File: config.mk
export PLATFORM = sky130hd
export DESIGN_NAME = rtc_bus_secuenciador_flat
export DESIGN_NICKNAME = d
export VERILOG_FILES = /design/src/rtl/rtc_bus_secuenciador_if.sv /design/src/rtl/rtc_bus_secuenciador.sv /design/src/flat_wrapper.sv
export SDC_FILE = /design/constraint.sdc
export NUM_CORES = 1
export LEC_CHECK = 0
export ABC_AREA = 1
export CAP_MARGIN = 10
export CORE_MARGIN = 2
export CORE_UTILIZATION = 43
export DETAILED_ROUTE_END_ITERATION = 16
export PLACE_DENSITY = 0.76
export SLEW_MARGIN = 5
export SYNTH_ARGS = -nofsm -noshare
export SYNTH_HDL_FRONTEND = slang
export SYNTH_SLANG_ARGS = --single-unit
export TNS_END_PERCENT = 5
File: constraint.sdc
create_clock -name clk -period 1.48 [get_ports clk]
set_input_delay 0.148 -clock clk [delete_from_list [all_inputs] [get_ports clk]]
set_output_delay 0.148 -clock clk [all_outputs]
set_load 0.01 [all_outputs]
File: src/rtl/rtc_bus_secuenciador_if.sv
// Purpose: request side and RTC pad side of the multiplexed-bus sequencer.
// Latency: none; this file only bundles the signals.
// Backpressure: ocupado high means a new start is dropped, not queued.
interface rtc_bus_secuenciador_if #(
  parameter int W_AD = 8
);
  logic            fin_ciclo;
  logic            start;
  logic            rw;
  logic [W_AD-1:0] direccion;
  logic [W_AD-1:0] dato_wr;
  logic [W_AD-1:0] ad_in;
  logic [W_AD-1:0] ad_out;
  logic            ad_oe;
  logic            cs_n;
  logic            rd_n;
  logic            wr_n;
  logic            ad_sel;
  logic [W_AD-1:0] dato_rd;
  logic            ocupado;
  logic            listo;

  // Requester plus pad model: drives requests and slot ticks, observes the bus.
  modport master (
    output fin_ciclo, start, rw, direccion, dato_wr, ad_in,
    input  ad_out, ad_oe, cs_n, rd_n, wr_n, ad_sel, dato_rd, ocupado, listo
  );

  // Sequencer side.
  modport slave (
    input  fin_ciclo, start, rw, direccion, dato_wr, ad_in,
    output ad_out, ad_oe, cs_n, rd_n, wr_n, ad_sel, dato_rd, ocupado, listo
  );
endinterface

File: src/rtl/rtc_bus_secuenciador.sv
// Purpose: one address+data transaction on the RTC multiplexed bus per start.
// Latency: 2*N_STROBE+4 slots plus 2 clks from start to listo; all outputs registered.
// Backpressure: start is dropped while a transaction is in flight; no fin_ciclo means no progress.
module rtc_bus_secuenciador #(
  parameter int W_AD     = 8,
  parameter int N_STROBE = 2
) (
  input  logic                  clk,
  input  logic                  reset,
  rtc_bus_secuenciador_if.slave bus
);

  typedef enum logic [2:0] {
    IDLE, DIR_SETUP, DIR_STROBE, DIR_HOLD, DAT_SETUP, DAT_STROBE, DAT_HOLD, FIN
  } estado_t;

  localparam logic [3:0] CNT_ULT = 4'(N_STROBE - 1);

  estado_t         estado, estado_sig;
  logic [3:0]      cnt, cnt_sig;
  logic            ultimo;
  logic            rw_q, rw_sig;
  logic [W_AD-1:0] dir_q, dir_sig;
  logic [W_AD-1:0] dw_q, dw_sig;
  logic [W_AD-1:0] dato_rd_sig;
  logic [W_AD-1:0] ad_out_sig;
  logic            ad_oe_sig, cs_n_sig, rd_n_sig, wr_n_sig, ad_sel_sig, ocupado_sig, listo_sig;

  // State, strobe slot counter and captured request; reset aborts any transaction.
  always_ff @(posedge clk) begin
    if (!reset) begin
      estado <= IDLE;
      cnt    <= '0;
      rw_q   <= 1'b0;
      dir_q  <= '0;
      dw_q   <= '0;
    end else begin
      estado <= estado_sig;
      cnt    <= cnt_sig;
      rw_q   <= rw_sig;
      dir_q  <= dir_sig;
      dw_q   <= dw_sig;
    end
  end

  // Next state, then the bus pattern of the state being entered so outputs line up with it.
  always_comb begin
    estado_sig  = estado;
    cnt_sig     = cnt;
    rw_sig      = rw_q;
    dir_sig     = dir_q;
    dw_sig      = dw_q;
    dato_rd_sig = bus.dato_rd;
    ultimo      = (cnt == CNT_ULT);

    case (estado)
      IDLE: begin
        // fin_ciclo is irrelevant here; a start always wins.
        if (bus.start) begin
          estado_sig = DIR_SETUP;
          rw_sig     = bus.rw;
          dir_sig    = bus.direccion;
          dw_sig     = bus.dato_wr;
        end
      end
      DIR_SETUP:  if (bus.fin_ciclo) estado_sig = DIR_STROBE;
      DIR_STROBE: begin
        if (bus.fin_ciclo) begin
          if (ultimo) estado_sig = DIR_HOLD;
          else        cnt_sig    = cnt + 4'd1;
        end
      end
      DIR_HOLD:   if (bus.fin_ciclo) estado_sig = DAT_SETUP;
      DAT_SETUP:  if (bus.fin_ciclo) estado_sig = DAT_STROBE;
      DAT_STROBE: begin
        if (bus.fin_ciclo) begin
          if (ultimo) begin
            estado_sig = DAT_HOLD;
            // Sample the pad at the very end of the read strobe.
            if (rw_q) dato_rd_sig = bus.ad_in;
          end else begin
            cnt_sig = cnt + 4'd1;
          end
        end
      end
      DAT_HOLD:   if (bus.fin_ciclo) estado_sig = FIN;
      FIN:        estado_sig = IDLE;
      default:    estado_sig = IDLE;
    endcase

    // Every state change restarts the slot count, so each strobe state begins at zero.
    if (estado_sig != estado) cnt_sig = '0;

    ad_out_sig  = '0;
    ad_oe_sig   = 1'b0;
    cs_n_sig    = 1'b1;
    rd_n_sig    = 1'b1;
    wr_n_sig    = 1'b1;
    ad_sel_sig  = 1'b0;
    ocupado_sig = 1'b0;
    listo_sig   = 1'b0;

    case (estado_sig)
      DIR_SETUP, DIR_STROBE, DIR_HOLD: begin
        cs_n_sig    = 1'b0;
        ocupado_sig = 1'b1;
        ad_oe_sig   = 1'b1;
        ad_out_sig  = dir_sig;
        // The address is always latched by the chip with a write strobe.
        wr_n_sig    = (estado_sig != DIR_STROBE);
      end
      DAT_SETUP, DAT_STROBE, DAT_HOLD: begin
        cs_n_sig    = 1'b0;
        ocupado_sig = 1'b1;
        ad_sel_sig  = 1'b1;
        if (rw_sig) begin
          // Release the bus for the whole read data phase so the chip can drive it.
          rd_n_sig = (estado_sig != DAT_STROBE);
        end else begin
          ad_oe_sig  = 1'b1;
          ad_out_sig = dw_sig;
          wr_n_sig   = (estado_sig != DAT_STROBE);
        end
      end
      FIN:     listo_sig = 1'b1;
      default: ;
    endcase
  end

  // Output registers.
  always_ff @(posedge clk) begin
    if (!reset) begin
      bus.ad_out  <= '0;
      bus.ad_oe   <= 1'b0;
      bus.cs_n    <= 1'b1;
      bus.rd_n    <= 1'b1;
      bus.wr_n    <= 1'b1;
      bus.ad_sel  <= 1'b0;
      bus.dato_rd <= '0;
      bus.ocupado <= 1'b0;
      bus.listo   <= 1'b0;
    end else begin
      bus.ad_out  <= ad_out_sig;
      bus.ad_oe   <= ad_oe_sig;
      bus.cs_n    <= cs_n_sig;
      bus.rd_n    <= rd_n_sig;
      bus.wr_n    <= wr_n_sig;
      bus.ad_sel  <= ad_sel_sig;
      bus.dato_rd <= dato_rd_sig;
      bus.ocupado <= ocupado_sig;
      bus.listo   <= listo_sig;
    end
  end

endmodule

File: src/flat_wrapper.sv
// flat-port wrapper written by rule: the top's interface ports become plain ports
module rtc_bus_secuenciador_flat 
#(
  parameter int W_AD     = 8,
  parameter int N_STROBE = 2
)
  (clk, reset, bus_fin_ciclo, bus_start, bus_rw, bus_direccion, bus_dato_wr, bus_ad_in, bus_ad_out, bus_ad_oe, bus_cs_n, bus_rd_n, bus_wr_n, bus_ad_sel, bus_dato_rd, bus_ocupado, bus_listo);
  rtc_bus_secuenciador_if #(.W_AD(W_AD)) bus_i ();
  input  logic clk;
  input  logic reset;
  input wire logic [$bits(bus_i.fin_ciclo)-1:0] bus_fin_ciclo;
  input wire logic [$bits(bus_i.start)-1:0] bus_start;
  input wire logic [$bits(bus_i.rw)-1:0] bus_rw;
  input wire logic [$bits(bus_i.direccion)-1:0] bus_direccion;
  input wire logic [$bits(bus_i.dato_wr)-1:0] bus_dato_wr;
  input wire logic [$bits(bus_i.ad_in)-1:0] bus_ad_in;
  output wire logic [$bits(bus_i.ad_out)-1:0] bus_ad_out;
  output wire logic [$bits(bus_i.ad_oe)-1:0] bus_ad_oe;
  output wire logic [$bits(bus_i.cs_n)-1:0] bus_cs_n;
  output wire logic [$bits(bus_i.rd_n)-1:0] bus_rd_n;
  output wire logic [$bits(bus_i.wr_n)-1:0] bus_wr_n;
  output wire logic [$bits(bus_i.ad_sel)-1:0] bus_ad_sel;
  output wire logic [$bits(bus_i.dato_rd)-1:0] bus_dato_rd;
  output wire logic [$bits(bus_i.ocupado)-1:0] bus_ocupado;
  output wire logic [$bits(bus_i.listo)-1:0] bus_listo;
  assign bus_i.fin_ciclo = bus_fin_ciclo;
  assign bus_i.start = bus_start;
  assign bus_i.rw = bus_rw;
  assign bus_i.direccion = bus_direccion;
  assign bus_i.dato_wr = bus_dato_wr;
  assign bus_i.ad_in = bus_ad_in;
  assign bus_ad_out = bus_i.ad_out;
  assign bus_ad_oe = bus_i.ad_oe;
  assign bus_cs_n = bus_i.cs_n;
  assign bus_rd_n = bus_i.rd_n;
  assign bus_wr_n = bus_i.wr_n;
  assign bus_ad_sel = bus_i.ad_sel;
  assign bus_dato_rd = bus_i.dato_rd;
  assign bus_ocupado = bus_i.ocupado;
  assign bus_listo = bus_i.listo;
  rtc_bus_secuenciador #(.W_AD(W_AD), .N_STROBE(N_STROBE)) u_core (.clk(clk), .reset(reset), .bus(bus_i));
endmodule
**After elaboration in Yosys (flattened, before gate mapping)**

Cells that the tools add are included.

- Output and inout bits: 23
- Word-level logic and storage cells: 70
- Register bits: 47
- Input bits: 29

- Add/sub/neg operators: 1
- Multiplexer cells: 26
- Reductions and logical operators: 9
- Bitwise gates (word level): 2
- Equal/unequal tests: 18

Operator list:

| kind | count |
|---|---|
| 2-to-1 mux 8 bit | 5 |
| 2-to-1 mux 3 bit | 9 |
| equality test 3 bit, second input constant | 8 |
| one-hot mux 3 bit (8 select lines) | 1 |
| one-hot mux 8 bit (2 select lines) | 1 |
| equality test 3 x 2 -> 1 bit, second input constant | 4 |
| 2-to-1 mux 1 bit | 8 |
| equality test 3 x 1 -> 1 bit, second input constant | 2 |
| AND reduction 3 bit | 2 |
| OR reduction 3 bit | 2 |
| OR reduction 6 bit | 1 |
| adder 4 x 1 -> 4 bit, second input constant | 1 |
| equality test 4 x 1 -> 1 bit, second input constant | 1 |
| one-hot mux 1 bit (2 select lines) | 2 |
| AND reduction 4 bit | 1 |
| OR reduction 2 bit | 2 |
| logical NOT 3 bit | 1 |
| != test 3 x 2 -> 1 bit, second input constant | 1 |
| != test 3 bit | 1 |
| != test 3 bit, second input constant | 1 |
| NOT 1 bit | 2 |

**Logic depth before layout (Yosys ltp)**

- Depth after elaboration: 7
- Mapped depth: 13
- Depth with buffers taken out: 12

**Worst setup path before layout**

No wires, ideal clock.

- Kind: reg2reg
- From: register u_core.cnt[0]
- To: register u_core.bus.ad_oe
- Path buffers: 0
- Cell stages (with the launch flop): 11
- Setup slack: 0.076 ns
- Period minus slack after synthesis: 1.404 ns
- Data arrival time: 1.282 ns
- Cell sequence: dfxtp_1 ha_1 nand2_1 nor2_1 nand3_1 nand2_2 nand3_2 nand2_1 nand2_4 nand2_2 o21ai_0

- Word-level cells in the longest chain between the ends: 7
- Elaborated cells between the ends (all ways): 15

Ends and longest elaborated chain:

| what | RTL line | text |
|---|---|---|
| start: declaration | rtc_bus_secuenciador.sv:20 | `logic [3:0] cnt, cnt_sig;` |
| start signal: assignment | rtc_bus_secuenciador.sv:39 | `cnt <= cnt_sig;` |
| equality test 4 x 1 -> 1 bit * | rtc_bus_secuenciador.sv:54 | `ultimo = (cnt == CNT_ULT);` |
| 2-to-1 mux 3 bit, on equally long branches | rtc_bus_secuenciador.sv:77, rtc_bus_secuenciador.sv:69 |  |
| 2-to-1 mux 3 bit, on equally long branches | rtc_bus_secuenciador.sv:76, rtc_bus_secuenciador.sv:68 |  |
| one-hot mux 3 bit (8 select lines) * | rtc_bus_secuenciador.sv:56 | `case (estado)` |
| equality test 3 bit, or another cell as far along | rtc_bus_secuenciador.sv:103 | `case (estado_sig)` |
| OR reduction 3 bit | rtc_bus_secuenciador.sv:103 |  |
| one-hot mux 1 bit (2 select lines) * | rtc_bus_secuenciador.sv:103 |  |
| end signal: assignment | rtc_bus_secuenciador.sv:144 | `bus.ad_oe <= ad_oe_sig;` |
| end: declaration | rtc_bus_secuenciador_if.sv:32 | `output ad_out, ad_oe, cs_n, rd_n, wr_n, ad_sel, dato_rd, ocupado, listo` |

Mark *: on every way between the ends. The rest lies on a longest branch, timed or not.
A chain may end at the register's enable or synchronous reset.

**Worst setup path after layout**

- From: register u_core.estado[0]
- To: register u_core.bus.wr_n

- Word-level cells in the longest chain between the ends: 6
- Elaborated cells between the ends (all ways): 31

Ends and longest elaborated chain:

| what | RTL line | text |
|---|---|---|
| start: declaration | rtc_bus_secuenciador.sv:19 | `estado_t estado, estado_sig;` |
| start signal: assignment | rtc_bus_secuenciador.sv:38 | `estado <= estado_sig;` |
| 2-to-1 mux 3 bit, on equally long branches | rtc_bus_secuenciador.sv:77, rtc_bus_secuenciador.sv:69 |  |
| 2-to-1 mux 3 bit, on equally long branches | rtc_bus_secuenciador.sv:76, rtc_bus_secuenciador.sv:68 |  |
| one-hot mux 3 bit (8 select lines) | rtc_bus_secuenciador.sv:56 |  |
| equality test 3 bit, or another cell as far along | rtc_bus_secuenciador.sv:103 |  |
| OR reduction 3 bit / 2-to-1 mux 1 bit (equally long branches) | rtc_bus_secuenciador.sv:103, rtc_bus_secuenciador.sv:116 |  |
| one-hot mux 1 bit (2 select lines) * | rtc_bus_secuenciador.sv:103 |  |
| end signal: assignment | rtc_bus_secuenciador.sv:147 | `bus.wr_n <= wr_n_sig;` |
| end: declaration | rtc_bus_secuenciador_if.sv:32 |  |

Marks and branches as above.

==> flow_metrics.env <==
export IMPL_setup_viol=17
export IMPL_slew_violations=0
export IMPL_ys_seq_area_share_pct=47.24
export IMPL_power_density_nw_per_um2=971.3
export IMPL_globalplace_congestion=0.8557
export IMPL_cts_sinks=47
export IMPL_r2r_start="u_core.estado[0]"
export IMPL_numPortBuffers=51
export IMPL_initial_core_util_pct=45.12
export IMPL_ctsHoldBuffers=0
export IMPL_die_x_um=72.06
export IMPL_pin_count=52
export IMPL_p_total_mw=2.805
export IMPL_synth_area_top_cells="dfxtp_1, nor2_1, nand2_1"
export IMPL_skew_ns=0.007199
export IMPL_grt_overflow=0
export IMPL_end_kind="register"
export IMPL_synth_edf_count=0
export IMPL_synth_main_ff_cell="dfxtp_1"
export IMPL_layout_drive_gt1_share_pct=19.14
export IMPL_vias_per_cell=4.654
export IMPL_crit_arrival_ns=1.79
export IMPL_crit_required_ns=1.69
export IMPL_max_slew_worst_pin_slew_ns=0.3801
export IMPL_finalCriticalPeriod_ns=1.584
export IMPL_synthesis_nets=307
export IMPL_syn_inst=276
export IMPL_rr_endpoint="u_core.bus.wr_n"
export IMPL_fin_crit_sh_pct=107.1
export IMPL_postRouteAntennaNets=0
export IMPL_ys_warn_count=0
export IMPL_cts_root_buf="clkbuf_8"
export IMPL_async_flop_share_pct=0
export IMPL_drc_errors=0
export IMPL_hp_start="bus_ad_in[1]"
export IMPL_hold_viol_final=0
export IMPL_fin_cells=402
export IMPL_core_area_um2=4414
export IMPL_syn_area_um2=1992
export IMPL_clk_latency_ns=0.30
export IMPL_synth_top_cell_area_share_pct=47.24
export IMPL_place_area_um2=2688
export IMPL_grt_total_usage_pct=18.23
export IMPL_design_die_area_um2=5193
export IMPL_reg2reg_depth=12
export IMPL_grt_pass1_vias=1790
export IMPL_yosys_top_cells_count="nor2_1, dfxtp_1, nand2_1"
export IMPL_grt_start_max_net_pins=31
export IMPL_first_pass_iters=4
export IMPL_maxCapViolations=0
export IMPL_ys_ff_latch=47
export IMPL_finalInstanceArea_um2=2888
export IMPL_startpoint="u_core.estado[0]"
export IMPL_crit_type="reg2reg"
export IMPL_p_leak_nw=1.255
export IMPL_antenna_found_initial=0
export IMPL_num_rows=24
export IMPL_holdPathEnd="u_core.bus.dato_rd[1]"
export IMPL_setup_tns_ns=-0.9330
export IMPL_clk_path_buf_depth=2
export IMPL_fmax_mhz=631.2
export IMPL_fin_ws_ns=-0.1044
export IMPL_relSlewSlack_pct=74.39
export IMPL_reg2reg_slack_ns=-0.10
export IMPL_grt_pass1_wl_um=7527
export IMPL_status="finished, violations left"
export IMPL_hold_class="in2reg"
export IMPL_violations="negative setup slack"
export IMPL_cts_tree="built"
export IMPL_path_clk_slew_ns=0.09
export IMPL_dp_cells=392
export IMPL_yosysUniqueCellTypes=27
export IMPL_yosysTopAreaCell="dfxtp_1"
export IMPL_wirelength_um=4467
export IMPL_startpoint_type="register"
export IMPL_die_y_um=72.06
export IMPL_n_antenna_cell=0
export IMPL_cts_made_buffers=5
export IMPL_syn_avg_cell_area_um2=7.217
export IMPL_grt_setup_unrepaired="yes"
export IMPL_wl_per_cell_um=11.11
export IMPL_via_count=1871
export IMPL_fill_cells=381
export IMPL_area_delta_synth_final_pct=44.97
export IMPL_hpwl_um=3171
export IMPL_cp_max_fo=6
export IMPL_nets=381
export IMPL_synth_most_common_cell="nor2_1"
export IMPL_vdd_drop_max_mv=0.4565
export IMPL_holdPathStages=3
export IMPL_drtIter0Drc=77
export IMPL_htree_levels=2
[power by group]
part           internal, mW  total, mW  leakage, nW  switching, mW
Clock                 0.323      0.738       0.0440          0.415
Sequential             1.36       1.39        0.387         0.0315
Combinational         0.331      0.680        0.824          0.348
Total                  2.01       2.80         1.25          0.794
[worst max-delay path by stage]
stage,end,slack [ns],cells past startpoint
finish,u_core.bus.wr_n,-0.10,12
detailed placement,u_core.bus.wr_n,-0.31,10
global route,u_core.bus.wr_n,-0.24,11
CTS,u_core.bus.wr_n,-0.07,11
global placement,u_core.bus.rd_n,-0.26,10
floorplan,u_core.bus.ad_oe,0.08,10
[kinds of logic (layout without fill, tap and decap cells)]
kind of cell | after synthesis | count (layout) | share of synthesized area [%]
AOI/OAI and AO/OA | 44 | 44 | 11.49
and+or+nand+nor | 130 | 132 | 29.02
adders and majority gates | 2 | 2 | 1.256
DFF | 47 | 47 | 47.24
buffers and inverters | 53 | 125 | 10.99
[stage by stage]
step	setup slack [ns]	hold WS, ns	util, %
finish	-0.1044	0.4672	65.42
global route	-0.2351	0.4797	65.42
CTS	-0.06905	0.4673	63.61
detailed placement	-0.3140	0.4804	60.88
global placement	-0.2608	0.4677	60.88
floorplan	0.07568	0.3098	-
[routing by layer]
layer	up-vias	GRT usage, %	share of wire (%)
li1	1010	-	-
met1	818	21.38	45
met2	36	31.60	50
met3	7	4.583	3.5
met4	0	7.547	1.9
met5	-	0	0
[placed cells by master, fill, tap and decap left out, types with 3 or more instances in the layout]
| master | instances |
|---|---|
| a21oi_1 | 11 |
| buf_4 | 20 |
| clkbuf_8 | 5 |
| clkdlybuf4s50_1 | 51 |
| dfxtp_1 | 43 |
| dfxtp_2 | 4 |
| inv_1 | 36 |
| inv_2 | 7 |
| nand2_1 | 41 |
| nand2_2 | 7 |
| nand2_4 | 4 |
| nand3_1 | 14 |
| nand3_2 | 4 |
| nand4_1 | 5 |
| nor2_1 | 47 |
| nor3_1 | 3 |
| o21ai_0 | 22 |
| o21ai_1 | 6 |
[critical path: stages (launching register included)]
cell     delay (ns)
dfxtp_1        0.32
buf_4          0.16
inv_2          0.11
nand3_2        0.10
nand3_1        0.11
nand2_2        0.09
buf_12         0.13
nand3_4        0.10
nand2_4        0.08
nand2_4        0.09
nand2_2        0.07
nand2_2        0.08
nand2_2        0.05
[state kept, by name, summed over array words and instances, names as in the netlist, 3 cells and up]
name	flops
u_core.dir_q	8
u_core.cnt	4
u_core.estado	3
u_core.bus.ad_out	8
u_core.bus.dato_rd	8
u_core.dw_q	8
[final cells by class]
cell class	instances	area, um2	area share, %
clock buffer	5	68.82	2.383
clock inverter	2	13.76	0.4766
inverter	45	175.2	6.066
multi-input combinational	178	918.4	31.80
sequential	47	945.9	32.76
tap	52	65.06	2.253
timing repair buffer	73	700.7	24.26
[timing repair]
item,CTS,global route
gates resized for setup,8,20
buffers inserted,0,1
pin swaps,2,8
setup endpoints to repair,15,30
cloned,1,1
Note: power is estimated with default switching activity, not from simulation.
==> RTL change: new RTL, same settings <==
Encoding of `estado_t`: now Gray code (3 bits for 8 values).
--- a/src/rtl/rtc_bus_secuenciador.sv
+++ b/src/rtl/rtc_bus_secuenciador.sv
@@ -12,5 +12,5 @@
 
   typedef enum logic [2:0] {
-    IDLE, DIR_SETUP, DIR_STROBE, DIR_HOLD, DAT_SETUP, DAT_STROBE, DAT_HOLD, FIN
+    IDLE = 3'b000, DIR_SETUP = 3'b001, DIR_STROBE = 3'b011, DIR_HOLD = 3'b010, DAT_SETUP = 3'b110, DAT_STROBE = 3'b111, DAT_HOLD = 3'b101, FIN = 3'b100
   } estado_t;
 
Function: same outputs for any inputs over 10 cycles, from zero or initial values and one cycle with reset low; not proved beyond that.
==> RTL change against the original RTL <==
The run still ends with setup timing left; sequential cell count unchanged; global-route usage down 0.25 points; core utilization up 0.67 points; area after synthesis down 4.4%; critical path depth down 4; setup slack better by 0.060 ns; wire length up 4.9%; count of clock-buffer cells in the layout up 1; total power up 11%; cell area down 1.0%.
==> RTL change: results <==
status:
  status: "finished, violations left"
  failed_checks: "setup timing"
detailed_routing:
  routed-wl-met2_um: 2270
  wl_met1_um: 2110
  drt_iter0_drc: 67
  dr.pass1.iters: 5
  routed-wl-met3_um: 206
  routed.top_layer: "met4"
  drt-total-wl_um: 4690
  vias: 1854
global_routing:
  met2_usage: 0.292
  antenna_found_initial: 0
  met3_usage: 0.0456
  grt_pass1_wl_um: 7160
  grt_usage: 0.180
  met1_usage: 0.237
  grt_max_degree: 26
  grt_pass1_vias: 1633
timing:
  setup_ws_ns: -0.0439
  finClkSkew_ns: 0.00389
  tns_ns: -0.169
  setup_violations: 6
  slew_headroom: 0.725
place:
  routabilityCongestion: 0.773
  place_area_sq_um: 2630
  port_buffers: 51
  hpwl_um: 3110
  pre_cts_slack_ns: -0.264
final_layout:
  fin_nets: 366
  fillCellCount: 350
  stdcell_count: 387
  layout-drive-gt1-share: 0.206
worst_setup_path:
  arrival_ns: 1.76
  critical-path-max-stage-delay_ns: 0.34
  critPathTopFamily: "simple AND/OR/NAND/NOR gates"
  worst_path_max_delay_cell: "dfxtp_1"
  path_max_fanout: 4
power:
  pg_clk_w: 0.000894
  vdd.ir_drop.worst_mv: 0.536
  comb_power_share: 0.262
  p_int_w: 0.00227
  power_frac_clock: 0.287
  p_leak_nw: 1.24
yosys:
  ys_top_cells_by_count: "dfxtp_1 (47), nand2_1 (47), nor2_1 (46), nand3_1 (20), a21oi_1 (19)"
  avgSynthCellArea_sq_um: 7.59
  synth_area_leaders: "dfxtp_1 (49%), nand2_1 (9.3%), nor2_1 (9.1%)"
  yosysSeqAreaShare: 0.494
  syn_nets: 282
  ys_types: 24
hold_path:
  hold_class: "input port to flop"
clock_network:
  clockBufferDepth: 2
-- RTL change: cell types whose count changed in the layout (fill, tap and decap cells not counted), sizes merged, moves of 2 or more --
cell,delta
a21oi,+6
buf,+11
inv,-18
nand2,-4
nand3,+2
nand4,+2
nor3,-3
o21ai,-9
or2,-2
xor2,+2
-- RTL change: cell families after synthesis --
| group | count (synthesis) | synth area share |
|---|---|---|
| buffers and inverters | 35 | 0.0847 |
| AOI/OAI and AO/OA | 39 | 0.104 |
| DFF | 47 | 0.494 |
| and+or+nand+nor | 125 | 0.290 |
| adders and majority gates | 2 | 0.0131 |
| xor gates and xnor gates | 3 | 0.0138 |
-- RTL change: area by class of cell --
| cell class | count | area [sq um] | area share |
|---|---|---|---|
| clock buffer | 6 | 72.6 | 0.0254 |
| inverter | 27 | 104 | 0.0363 |
| timing repair buffer | 84 | 777 | 0.272 |
| clock inverter | 1 | 30.0 | 0.0105 |
| tap | 52 | 65.1 | 0.0228 |
| sequential | 47 | 950 | 0.332 |
| multi-input combinational | 170 | 860 | 0.301 |
-- RTL change: path summary, 6_finish.rpt --
kind / slack, ns / to / startpoint / cells past startpoint
max: -0.04 / u_core.cnt[0]$_SDFFE_PP0P_ / u_core.cnt[3]$_SDFFE_PP0P_ / 8
min: 0.43 / u_core.bus.dato_rd[0]$_SDFFE_PN0P_ / bus_ad_in[0] / 3
max reg2reg: -0.04 / u_core.cnt[0]$_SDFFE_PP0P_ / u_core.cnt[3]$_SDFFE_PP0P_ / 8
min reg2reg: 0.47 / u_core.dir_q[4]$_SDFF_PN0_ / u_core.dir_q[4]$_SDFF_PN0_ / 2
-- RTL change: what timing repair did --
action | CTS | global route
cloned | 0 | 1
setup buffers | 2 | 5
endpoints found under the setup margin | 16 | 22
resized for setup | 1 | 19
pin swaps | 1 | 8
